--- src/rtl/tail_light_seq_ctrl.sv ---
// Tail-light sequencing controller: arbitrates turn/hazard/brake requests and
// steps a three-lamp-per-side pattern at a DIV-cycle rate with registered lamps.
module tail_light_seq_ctrl #(
  parameter int unsigned DIV = 25_000_000
) (
  input  logic       clk,
  input  logic       reset_n,
  input  logic       left,
  input  logic       right,
  input  logic       hazard,
  input  logic       brake,
  output logic [2:0] lamp_l,
  output logic [2:0] lamp_r,
  output logic       step,
  output logic       busy
);

  localparam int unsigned CW = $clog2(DIV);
  localparam logic [CW-1:0] CNT_MAX = CW'(DIV - 1);

  typedef enum logic [3:0] {
    S_IDLE,
    S_L1,
    S_L2,
    S_L3,
    S_R1,
    S_R2,
    S_R3,
    S_HAZ,
    S_GAP
  } state_t;

  state_t        state_q, state_d;
  logic [CW-1:0] cnt_q, cnt_d;
  logic [2:0]    lamp_l_q, lamp_l_d;
  logic [2:0]    lamp_r_q, lamp_r_d;
  logic          busy_q, busy_d;
  logic          req;
  state_t        disp_st;

  assign step   = (state_q != S_IDLE) && (cnt_q == CNT_MAX);
  assign lamp_l = lamp_l_q;
  assign lamp_r = lamp_r_q;
  assign busy   = busy_q;

  // Dispatch target; left and right together are treated as hazard.
  always_comb begin
    req     = hazard | left | right;
    disp_st = S_R1;
    if (hazard || (left && right)) disp_st = S_HAZ;
    else if (left)                 disp_st = S_L1;
  end

  // Next state and prescaler.
  always_comb begin
    state_d = state_q;
    cnt_d   = cnt_q;
    case (state_q)
      S_IDLE: if (req)  state_d = disp_st;
      S_L1:   if (step) state_d = hazard ? S_HAZ : S_L2;
      S_L2:   if (step) state_d = hazard ? S_HAZ : S_L3;
      S_L3:   if (step) state_d = hazard ? S_HAZ : S_GAP;
      S_R1:   if (step) state_d = hazard ? S_HAZ : S_R2;
      S_R2:   if (step) state_d = hazard ? S_HAZ : S_R3;
      S_R3:   if (step) state_d = hazard ? S_HAZ : S_GAP;
      S_HAZ:  if (step) state_d = S_GAP;
      S_GAP:  if (step) state_d = req ? disp_st : S_IDLE;
      default:          state_d = S_IDLE;
    endcase
    if (state_q == S_IDLE || step) cnt_d = '0;
    else                           cnt_d = cnt_q + CW'(1);
  end

  // Lamp patterns follow the next state, with the brake overlay applied.
  always_comb begin
    lamp_l_d = 3'b000;
    lamp_r_d = 3'b000;
    busy_d   = (state_d != S_IDLE);
    case (state_d)
      S_L1:  lamp_l_d = 3'b001;
      S_L2:  lamp_l_d = 3'b011;
      S_L3:  lamp_l_d = 3'b111;
      S_R1:  lamp_r_d = 3'b001;
      S_R2:  lamp_r_d = 3'b011;
      S_R3:  lamp_r_d = 3'b111;
      S_HAZ: begin
        lamp_l_d = 3'b111;
        lamp_r_d = 3'b111;
      end
      default: ;
    endcase
    if (brake) begin
      case (state_d)
        S_IDLE, S_GAP: begin
          lamp_l_d = 3'b111;
          lamp_r_d = 3'b111;
        end
        S_L1, S_L2, S_L3: lamp_r_d = 3'b111;
        S_R1, S_R2, S_R3: lamp_l_d = 3'b111;
        default: ;
      endcase
    end
  end

  always_ff @(posedge clk or negedge reset_n) begin
    if (!reset_n) begin
      state_q  <= S_IDLE;
      cnt_q    <= '0;
      lamp_l_q <= 3'b000;
      lamp_r_q <= 3'b000;
      busy_q   <= 1'b0;
    end else begin
      state_q  <= state_d;
      cnt_q    <= cnt_d;
      lamp_l_q <= lamp_l_d;
      lamp_r_q <= lamp_r_d;
      busy_q   <= busy_d;
    end
  end

endmodule
--- config.mk ---
export PLATFORM = sky130hd
export DESIGN_NAME = tail_light_seq_ctrl
export DESIGN_NICKNAME = d
export VERILOG_FILES = /design/src/rtl/tail_light_seq_ctrl.sv
export SDC_FILE = /design/constraint.sdc
export NUM_CORES = 1
export LEC_CHECK = 0
export ABC_AREA = 1
export CORE_ASPECT_RATIO = 0.5
export CORE_MARGIN = 2
export CORE_UTILIZATION = 41
export DETAILED_ROUTE_END_ITERATION = 10
export GPL_TIMING_DRIVEN = 1
export SLEW_MARGIN = 10
export SYNTH_ARGS = -nofsm -noshare
export SYNTH_HDL_FRONTEND = slang
export SYNTH_SLANG_ARGS = --single-unit
--- constraint.sdc ---
create_clock -name clk -period 4.4 [get_ports clk]
set_input_delay 0.88 -clock clk [delete_from_list [all_inputs] [get_ports clk]]
set_output_delay 0.88 -clock clk [all_outputs]
set_load 0.05 [all_outputs]
# Yosys cells after proc, flatten, opt, wreduce, memory -nomap -nowiden
# Cells that the tools add are included.
word_totals:
  latch_bits: 0
  out_inout_bits: 8
  reg_bits: 36
  memories: 0
  romBits: 0
  mem_bits_rw: 0
op_classes:
  multipliers: 0
  n_lt_le_gt_ge: 0
  mux: 24
  n_eq_ne: 17
  bitwise_logic: 2
  reduce_logical: 13
  shifts: 0
  div_mod_pow: 0
  addsub: 1
op_table:
  columns: ["operator", "count"]
  rows:
  - ["4-bit 2-to-1 mux", 11]
  - ["4-bit by 3-bit equality test with 1-bit output (second input constant)", 8]
  - ["4-bit one-hot mux with 8 select lines", 1]
  - ["25-bit by 1-bit adder with 25-bit output (second input constant)", 1]
  - ["25-bit equality test (second input constant)", 1]
  - ["25-bit 2-to-1 mux", 1]
  - ["3-bit 2-to-1 mux", 7]
  - ["3-bit one-hot mux with 3 select lines", 2]
  - ["4-bit by 2-bit equality test with 1-bit output (second input constant)", 4]
  - ["5-bit OR reduction", 2]
  - ["4-bit by 1-bit equality test with 1-bit output (second input constant)", 2]
  - ["4-bit equality test (second input constant)", 2]
  - ["4-bit logical NOT", 2]
  - ["4-bit nonzero test", 2]
  - ["2-bit OR reduction", 3]
  - ["1-bit logical AND", 2]
  - ["1-bit logical OR", 2]
  - ["2-bit 2-to-1 mux", 1]
  - ["1-bit OR", 2]
  - ["1-bit 2-to-1 mux", 1]

# Longest topological paths before layout
logic_depth:
  depth_word: 11
  ltp_mapped: 16

# Worst setup path after synthesis
# Ideal clock, no wire load.
synth_timing:
  path_kind: "flip-flop to output port"
  startpoint: "reg cnt_q[0]"
  endpoint: "out step"
  arrival_ns: 1.328
  slack_ns: 2.192
  path_stages_with_launch: 8
  n_path_buf: 0
  required_time_ns: 3.520
  path_cell_list: "dfrtp_1 -> ha_1 -> nand3_2 -> clkinv_2 -> nand2_1 -> nor2_2 -> nand3_1 -> inv_1"
synth_via:
  elab_chain_cells: 2
synth_rtl:
  columns: ["element", "line_no", "text"]
  rows:
  - ["from (decl)", "34", "logic [CW-1:0] cnt_q, cnt_d;"]
  - ["from (signal assigned)", "114", "cnt_q <= cnt_d;"]
  - ["25-bit equality test", "41", "assign step = (state_q != S_IDLE) && (cnt_q == CNT_MAX);"]
  - ["1-bit logical AND", "41", null]
  - ["to (decl)", "14", "output logic step,"]
# Every way passes these cells.

# Worst setup path in the final report
# Ends and elaborated chain as after synthesis.

==> summary.txt <==
CTS
  – CTS tree: built
  – CTS sink cnt: 36
  – Worst skew pair latency: about 0.28 ns
  – Clk root buf: clkbuf_16
  – Clock buffer depth: 2
  – Max H-tree Level: 2
  – Hold-fix buffers, CTS: 0
  – Clk pin slew, worst setup/hold paths: 0.05 ns
  – Post-CTS Setup Inserts: 0
  – Inserted Clock Buffers: 5
  – CTS resizes: 0

Placed design
  – DP HPWL: approximately 4.0 mm
  – Buffers added on ports: 13
  – Cells after DPL: ~390
  – GPL Wtd Cong: 0.883

Detailed routing
  – Detail Route Antenna Nets: 0
  – Detailed Route WL: ~5.1 mm
  – DRC viols: 0
  – Wire per inst: between 10 and 15 µm
  – Drt pass-1 iters: 4
  – Vias post-DR: 1,983
  – Starting DRT DRC Count: between 70 and 80
  – Via/cell ratio: 4.93

STA
  – RSZ-0062 raised after global routing: no
  – # setup viols final: 0
  – Final Max Tran Viols: 0
  – Clock skew: roughly 0.0033 ns
  – Slew of the pin with the lowest slew margin: 0.500 ns
  – Final hold vios: 0
  – Fin crit period: 3.16 ns
  – Max-Slew Margin vs Limit: 66.6%
  – FMAX: 0.317 GHz
  – Final Cycle Share: between 70% and 80%
  – Setup_tns: 0 ns

Synth
  – Syn Nets: around 320
  – Post-Synthesis Cells: a little over 300
  – Syn Area/Cell: 7.77 µm²
  – #FFs+latches synth: 36
  – Mapped Area: between 2000 and 2500 µm²
  – Unique masters post-synth: 37
  – Register area share after synthesis: 37.4%
  – Synth warn: 0

Power
  – Power Total: 1.51 mW
  – Pwr/cell area: between 500 and 600 nW/µm²
  – Worst vdd ir: 407 µV
  – Leakage: between 1 and 1.5 nW

Floorplanning
  – Total Die Area: around 6500 µm²
  – Core area: 5560 µm²
  – # IOs: 14
  – Rows: 19
  – Chip height: between 50 and 60 µm
  – Initial Utilization: 43.3%
  – Die width: ~110 µm

Layout
  – Share of layout cells above drive strength 1: about 23%
  – Fill count: 560
  – Nets: approximately 340
  – # diodes: 0
  – Count of non-filler cells in the finished layout: 402
  – Area Overhead vs Synth: 14.8%

Worst setup path
  – Worst r2r src: cnt_q[0]
  – Largest delay share family, worst path: buffers and inverters
  – Critical Path End: step
  – Buf/Inv on CP: 3
  – Worst r2r path cells: 12
  – Worst Path Required: 3.52 ns
  – CP max FO: 5
  – Critical R2R Capture: lamp_l[0]
  – Worst path max stage delay: 0.79 ns
  – CP Capture Type: primary output
  – Crit. path cell count: 8
  – Arr. time, crit path: 2.28 ns
  – Crit path cell chain: ha_1 -> nand3_2 -> clkinv_2 -> nand2_1 -> nor2_2 -> nand3_1 -> inv_1 -> clkdlybuf4s50_1
  – Slowest CP cell: clkdlybuf4s50_1
  – Origin of the worst setup path: cnt_q[0]
  – Startpoint type of the worst setup path: register
  – R2r setup slk: approximately 2.4 ns
  – Setup CP Type: reg2out

Min path
  – Worst hold path cell count: 1
  – Hold crit path type: reg2reg

Global route
  – Met2 Usage GRT: 28.8%
  – Grt met1 use: ~23%
  – Initial antenna violation count: 0
  – GRT Overall Usage: 17.5%
  – Largest net degree at the start of global routing: 37
  – First-pass GRT wire length: 9.11 mm
  – GR peak layer: met2
  – Vias in the first global route: 2,053
  – GRT overflow: 0
  – GR Util met3: around 4.4%

Status
  – Status: finished, final reports clean

Job
  – Max Cap Viol: 0
==> worst min-delay path by stage <==
stage                   from  endpoint  slack [ns]
floorplan           cnt_q[0]  cnt_q[0]        0.45
global route        cnt_q[0]  cnt_q[0]        0.50
global placement    cnt_q[0]  cnt_q[0]        0.46
detailed placement  cnt_q[0]  cnt_q[0]        0.48
CTS                 cnt_q[0]  cnt_q[0]        0.49
finish              cnt_q[0]  cnt_q[0]        0.48
==> metrics by stage <==
step	instance area (µm²)	util [%]	hold slack [ns]	setup slack (ns)
detailed placement	2620	47.0	0.479	1.54
CTS	2770	49.7	0.486	1.24
finish	2770	49.7	0.482	1.24
global placement	2620	47.0	0.464	1.59
global route	2770	49.7	0.503	1.12
floorplan	2410	-	0.453	2.19
==> sequential cells by signal, summed over array words and instances (netlist names) <==
name / count
cnt_q: 25
state_q: 4
lamp_l: 3
lamp_r: 3
busy: 1
==> logic make-up (layout without fill, tap and decap cells) <==
logic type	count (synthesis)	in the layout	synth area share (%)
buffers and inverters	52	71	8.88
AND/OR/NAND/NOR	184	184	43.9
adder cells (fa/ha/maj)	1	1	0.519
flip-flops	36	36	37.4
XOR/XNOR	3	3	1.09
AO/OA/AOI/OAI	34	34	8.21
==> cell usage after synthesis (all sizes together) <==
cell     n  area share (%)
nand2   68              14
nor2    57              14
inv     45             7.1
dfrtp   36              37
nand3   29             8.2
a21oi   19             4.6
nor3    16             4.0
o21ai   11             2.4
nand4    8             2.1
clkinv   4            0.88
nor4     4             1.0
buf      3            0.88
xor2     3             1.1
o21a     2            0.62
a211oi   1            0.31
a31oi    1            0.26
ha       1            0.52
nand3b   1            0.31
or2      1            0.26
==> worst register-to-register path, delay by kind of cell (launching register included) <==
family / cells / cell delay, ns
compound gates: 1 / 0.15
fa+ha+maj: 1 / 0.22
buf+inv: 1 / 0.09
flops: 1 / 0.38
simple gates: 9 / 1.06
==> cell type report <==
class	count	area [µm²]	area share (%)
Sequential cell	36	901	32.6
Inverter	49	193	6.97
Timing Repair Buffer	14	138	4.98
Clock buffer	6	139	5.02
Multi-Input combinational cell	222	1290	46.8
Clock inverter	2	10.0	0.362
Tap cell	73	91.3	3.30
==> report_power, final <==
part | total, mW | switching, mW | internal (mW)
registers | 0.442 | 0.0431 | 0.399
logic | 0.712 | 0.483 | 0.230
clock network | 0.352 | 0.129 | 0.223
total | 1.51 | 0.655 | 0.851
==> placed cells by master, fill, tap and decap left out, types with 2 or more instances in the layout <==
master	instances
nor3_1	14
nand2_4	5
clkdlybuf4s50_1	13
clkbuf_16	5
nand3_2	8
nor4_1	4
nor2_1	34
inv_2	6
a21oi_1	17
inv_1	38
nand4_1	8
clkinv_1	2
nor2_2	15
o21ai_0	7
xor2_1	3
nand2_1	49
nand2_2	14
o21a_1	2
o21ai_1	3
nor2_4	4
nand3_1	20
nor2_8	4
dfrtp_1	36
clkinv_2	3
==> per-layer routing <==
metal	part of all wire, %	routed length, µm
met1	52	2650
met2	44	2250
met3	2.3	116
met4	1.2	61
met5	0	0
No activity file was read; power rests on OpenSTA's default activity.
